===== config.mk =====
export PLATFORM = sky130hd
export DESIGN_NAME = sample_window_feeder
export DESIGN_NICKNAME = d
export VERILOG_FILES = /design/src/rtl/sample_window_feeder.sv
export SDC_FILE = /design/constraint.sdc
export NUM_CORES = 1
export LEC_CHECK = 0
export BUFFER_PORTS_ARGS = -buffer_cell sky130_fd_sc_hd__buf_2
export CAP_MARGIN = 10
export CORE_ASPECT_RATIO = 1.4
export CORE_UTILIZATION = 45
export CTS_CLUSTER_SIZE = 10
export DETAILED_ROUTE_END_ITERATION = 12
export PLACE_DENSITY = 0.62
export RECOVER_POWER = 100
export SYNTH_ARGS = -nofsm -noshare
export SYNTH_HDL_FRONTEND = slang
export SYNTH_SLANG_ARGS = --single-unit

===== constraint.sdc =====
create_clock -name clk -period 5.85 [get_ports clk]
set_input_delay 0.2925 -clock clk [delete_from_list [all_inputs] [get_ports clk]]
set_output_delay 0.2925 -clock clk [all_outputs]
set_load 0.01 [all_outputs]

===== src/rtl/sample_window_feeder.sv =====
// rtl/sample_window_feeder.sv - sample FIFO feeding the histogram stage with window tracking
// Buffers 8-bit samples and drains them one per cycle as a registered write/data strobe.
module sample_window_feeder #(
  parameter int DEPTH  = 16,
  parameter int WINDOW = 1024
) (
  input  logic                       clk,
  input  logic                       rst,
  input  logic                       flush,
  input  logic                       in_valid,
  input  logic [7:0]                 in_data,
  output logic                       in_ready,
  input  logic                       hold,
  output logic                       write,
  output logic [7:0]                 data,
  output logic [$clog2(DEPTH):0]     fill,
  output logic [$clog2(WINDOW)-1:0]  window_cnt,
  output logic                       window_done
);

  localparam int AW = $clog2(DEPTH);
  localparam int WW = $clog2(WINDOW);
  localparam logic [AW:0]   FULL_FILL = (AW+1)'(DEPTH);
  localparam logic [WW-1:0] LAST_POS  = WW'(WINDOW - 1);

  logic [7:0]    mem [DEPTH];
  logic [AW-1:0] wr_ptr;
  logic [AW-1:0] rd_ptr;
  logic          push;
  logic          pop;

  // No pass-through: a full FIFO refuses input even while it drains.
  assign in_ready = ~rst & ~flush & (fill != FULL_FILL);
  assign push     = in_valid & in_ready;
  assign pop      = (fill != '0) & ~hold & ~flush;

  always_ff @(posedge clk) begin
    if (push) begin
      mem[wr_ptr] <= in_data;
    end
  end

  always_ff @(posedge clk) begin
    if (rst) begin
      wr_ptr      <= '0;
      rd_ptr      <= '0;
      fill        <= '0;
      window_cnt  <= '0;
      write       <= 1'b0;
      window_done <= 1'b0;
      data        <= 8'h00;
    end else if (flush) begin
      wr_ptr      <= '0;
      rd_ptr      <= '0;
      fill        <= '0;
      window_cnt  <= '0;
      write       <= 1'b0;
      window_done <= 1'b0;
    end else begin
      if (push) begin
        wr_ptr <= wr_ptr + AW'(1);
      end
      if (pop) begin
        write  <= 1'b1;
        data   <= mem[rd_ptr];
        rd_ptr <= rd_ptr + AW'(1);
        if (window_cnt == LAST_POS) begin
          window_cnt  <= '0;
          window_done <= 1'b1;
        end else begin
          window_cnt  <= window_cnt + WW'(1);
          window_done <= 1'b0;
        end
      end else begin
        write       <= 1'b0;
        window_done <= 1'b0;
      end
      case ({push, pop})
        2'b10:   fill <= fill + (AW+1)'(1);
        2'b01:   fill <= fill - (AW+1)'(1);
        default: fill <= fill;
      endcase
    end
  end

endmodule


* After elaboration in Yosys (flattened, before gate mapping)
Memory sizes are Yosys's and may differ from the RTL's. A register that Yosys moved wholly into a read port is not among the register bits.
Index checks and enable logic that the tools add are counted.
** Cells by class
- Add/sub/neg operators :: 5
- Equality and inequality tests :: 4
- Multiplexer cells :: 6
- Bitwise logic cells :: 9
- Reduce and logical (&&, ||, !) cells :: 5
** Operator list (count)
- 10-bit by 1-bit adder with 10-bit output, second input constant :: 1
- 10-bit == test, second input constant :: 1
- 10-bit 2-to-1 mux :: 1
- 5-bit one-hot mux with 2 select lines :: 1
- 4-bit by 1-bit adder with 4-bit output, second input constant :: 2
- 5-bit by 1-bit adder with 5-bit output, second input constant :: 1
- 1-bit bitwise AND :: 5
- 5-bit != test, second input constant :: 1
- 5-bit nonzero test :: 1
- 5-bit by 1-bit subtractor with 5-bit output, second input constant :: 1
- 1-bit 2-to-1 mux :: 4
- 1-bit NOT :: 4
- 3-bit OR reduction :: 1
- 2-bit by 1-bit == test with 1-bit output, second input constant :: 1
- 2-bit == test, second input constant :: 1
- 2-bit AND reduction :: 1
- 2-bit nonzero test :: 1
- 2-bit OR reduction :: 1
** Word-level totals
- Register bits :: 25
- Memory bits (writable) :: 128
- Bits of input ports :: 13
- Output and inout bits :: 26
- Logic and storage cells :: 36
- Memories kept :: 1
** Memories
- mem :: depth 16, bits a word 8, rd ports 1, clocked after Yosys merged registers in 1, write ports 1, line 26 : logic [7:0] mem [DEPTH];

* Longest topological paths before layout
- Depth after elaboration :: 6
- Depth in mapped cells :: 13
- Depth with buffers taken out :: 10

* Least setup slack after synthesis
Ideal clock, no wire load.
- Path kind :: register to register
- Start :: reg fill[1]
- End :: reg fill[2]
- Setup time :: 70 ps
- Arrival time :: 2731 ps
- Data required time :: 5780 ps
- Path slack :: 3050 ps
- Stages on the path, launching flop included :: 14
- Cells stage by stage :: dfxtp_1 buf_6 or4_4 buf_6 o21ai_4 inv_2 ha_1 clkbuf_1 xor2_1 ha_1 a21oi_1 xnor2_1 or3_1 a21oi_1
** Between the ends
- Word-level cells in the longest chain between the ends :: 5
** Ends and longest elaborated chain
- from (decl) :: line 16 : output logic [$clog2(DEPTH):0] fill,
- from (signal assigned) :: line 79 : 2'b10: fill <= fill + (AW+1)'(1);
- from (signal assigned) :: line 80 : 2'b01: fill <= fill - (AW+1)'(1);
- from (signal assigned) :: line 81 : default: fill <= fill;
- 5-bit nonzero test (*) :: line 35 : assign pop = (fill != '0) & ~hold & ~flush;
- 1-bit bitwise AND (*) (2 in series) :: line 35
- via pop :: line 30 : logic pop;
- 2-bit by 1-bit == test with 1-bit output / 2-bit == test (equally long branches) :: line 78 : case ({push, pop})
- 5-bit one-hot mux with 2 select lines / 2-bit nonzero test (equally long branches)
The timed path passes the listed nets; every way through them passes the cells marked *.
A chain may end at the register's enable or synchronous reset.

* Worst setup path after layout
- Start :: reg fill[2]
- End :: reg fill[2]
Same word-level chain as after synthesis.

==> results.tsv <==
stage	metric	value	unit
critical_path	cp_cell_sequence	or4_1, o21ai_0, inv_2, ha_1, xor2_1, ha_1, a21oi_1, xnor2_1, or3_1, a21oi_1	
placed_design	pre_cts_slack	2.71	ns
yosys	syn_area_per_cell	16.8	µm²
sta	fin_ws	1.67	ns
detailed_routing	drt_iter0_drc	188	
run_status	violations	max-capacitance violations, max-slew violations	
global_route	antenna_found_initial	0	
job	cap_viol_max_count	1	
die	rows	52	
critical_path	critPathMaxStageDelay	1.25	ns
worst_hold_path	hp-start	rst	
yosys	synth.net_count	414	
worst_hold_path	hold_depth	2	
critical_path	r2r_cells	10	
worst_hold_path	hp-class	in2reg	
sta	worst_pin_slew	1.55	ns
placed_design	place_congestion	0.768	
sta	fmax	239	MHz
final_layout	finalNonFillerCells	634	
placed_design	dp.final_hpwl	8510	µm
pwr	p_per_area	320	nW/µm²
run_status	status	finished with violations	
critical_path	path_depth	10	
yosys	async_reset_ff_frac	0	
critical_path	worst-path-buf-inv	1	
critical_path	cp_max_fo	15	
sta	tns	0	ns
yosys	ys_seq_area_frac	0.682	
final_layout	drive_above_1_share	0.175	
cts	post_cts_buffers	0	
final_layout	layout.nets	455	
yosys	netlist_area	6600	µm²
placed_design	place_inst	603	
cts	clk_latency	0.42	ns
critical_path	cp-end-kind	flip-flop	
final_layout	antenna_cells	0	
critical_path	worstSetupStartpoint	fill[2]$_SDFFE_PP0P_	
die	initial_core_util	0.459	
global_route	grt_max_degree	36	
critical_path	cp_slowest_cell	o21ai_0	
critical_path	r2r_start	fill[2]$_SDFFE_PP0P_	
sta	rsz0062_at_grt	false	
sta	maxSlewHeadroom	-0.0471	
final_layout	most-common-layout-cells	128 x edfxtp_1, 38 x clkbuf_1, 32 x mux4_2, 32 x dfxtp_1, 29 x nor2_1	
final_layout	seq_area	4510	µm²
global_route	grt.total_usage	0.186	
critical_path	critPathKind	reg2reg	
critical_path	arrival	4.52	ns
sta	finalCriticalPeriod	4.18	ns
yosys	synth_seq_cells	161	
sta	min_period_over_period	0.714	
yosys	synth_edf_count	128	
detailed_routing	dr_total_vias	3499	
sta	skew	0.00838	ns
detailed_routing	wirelength	13100	µm
cts	cts_hold_buf	0	
placed_design	portBuffers	38	
cts	path_clk_slew	0.07	ns
final_layout	n_fill_cell	1207	
yosys	synth_cells	392	
sta	setup_viol	0	
detailed_routing	routedWlPerCell	20.7	µm
cts	tritoncts	built	
pwr	p_total	2390	µW
critical_path	critPathRequiredTime	6.20	ns
global_route	overflow	0	
cts	postCtsResizedCells	0	
final_layout	mostFrequentLayoutCell	edfxtp_1	
detailed_routing	drc	0	
final_layout	areaGrowthSynthToFinish	13.0	%
critical_path	cp_top_family	compound AO/OA/AOI/OAI gates	
cts	root_buffer	clkbuf_16	
global_route	grt_pass1_vias	3701	
pwr	ir_drop	0.152	mV
cts	cts_max_path_buffers	2	
cts	clock-sinks	161	
die	die-area	15200	µm²
yosys	ys_warn_count	0	
detailed_routing	firstDrtPassIters	4	
final_layout	multi_input_area	1910	µm²
pwr	p_leak	0.00231	µW
die	core	14400	µm²
detailed_routing	postRouteAntennaNets	0	
cts	tritoncts.num_buffers	17	
critical_path	startpoint_type	flip-flop	
global_route	grt_pass1_wl	20800	µm
yosys	ys.flop_type	edfxtp_1	
die	die_h	145	µm
final_layout	utilization	0.519	
die	io_pins	39	
cts	htreeDepth	4	
yosys	ys_types	51	
detailed_routing	vias_per_cell	5.52	
sta	maxSlewViolCount	16	
sta	finalHoldViolCount	0	
die	die_x	104	µm
==> worst register-to-register path, delay by kind of cell, from the launching register on <==
family | cells | cell delay (ns)
compound gates | 3 | 1.63
simple gates | 2 | 1.00
fa+ha+maj | 2 | 0.57
flops | 1 | 0.42
xor+xnor | 2 | 0.31
buf+inv | 1 | 0.17
==> cell type report <==
cell class	count	area share
sequential	161	0.604
multi-input combinational	201	0.256
clock buffer	17	0.0570
tap	189	0.0317
timing repair buffer	45	0.0248
clock inverter	14	0.0230
inverter	7	0.00352
==> cells by family (layout without fill, tap and decap cells) <==
family,count (synthesis),after routing,synth area share
compound gates,40,40,0.0489
buf+inv,30,83,0.0218
mux,53,53,0.141
fa+ha+maj,9,9,0.0171
xor+xnor,14,14,0.0186
simple gates,85,85,0.0707
flops,161,161,0.682
==> power breakdown <==
group          switching (µW)  internal (µW)  total [µW]  leakage (µW)
combinational            29.6           11.8        41.3      0.000596
clock                     465            643        1110      0.000291
sequential               1.63           1240        1240       0.00142
total                     496           1890        2390       0.00231
==> stage by stage <==
stage | hold WS [ns] | instance area, µm²
5_1_grt | 0.222 | 7460
3_3_place_gp | 0.489 | 6970
2_1_floorplan | 0.391 | 6600
3_5_place_dp | 0.491 | 6970
6_report | 0.198 | 7460
4_1_cts | 0.185 | 7560
==> state kept, by name, indices dropped and copies added, names as in the netlist <==
signal	flops
mem	128
window_cnt	10
data	8
fill	5
rd_ptr	4
wr_ptr	4
window_done	1
write	1
==> cell usage after synthesis (4+ instances only) <==
cell type  instances  share of area
mux4_2            32           0.11
or3_1              4         0.0038
mux2i_1           21          0.032
nor3_1             5         0.0038
ha_1               9          0.017
nand2_1           13         0.0074
xor2_1             8          0.011
inv_1              6         0.0034
o221ai_1           8          0.011
clkbuf_1          11         0.0063
xnor2_1            6         0.0080
o21ai_0            5         0.0038
edfxtp_1         128           0.58
nor2_1            29          0.016
buf_2              7         0.0053
a21oi_1            7         0.0053
nand3_1            7         0.0053
nand3b_1           9          0.010
dfxtp_1           33           0.10
==> layer usage <==
metal | vias to the layer above | part of all wire | track usage
li1 | 1621 | - | -
met1 | 1759 | 0.39 | 0.217
met2 | 104 | 0.54 | 0.339
met3 | 15 | 0.052 | 0.0331
met4 | 0 | 0.018 | 0.0657
met5 | - | 0 | 0
==> final timing paths <==
path	end	slack (ns)
worst max-delay path	fill[2]$_SDFFE_PP0P_	1.67
worst min-delay path	write$_SDFF_PP0_	0.20
worst max register to register	fill[2]$_SDFFE_PP0P_	1.67
worst min register to register	window_cnt[1]$_SDFFE_PP0P_	0.50
(Power assumes the default switching activity.)
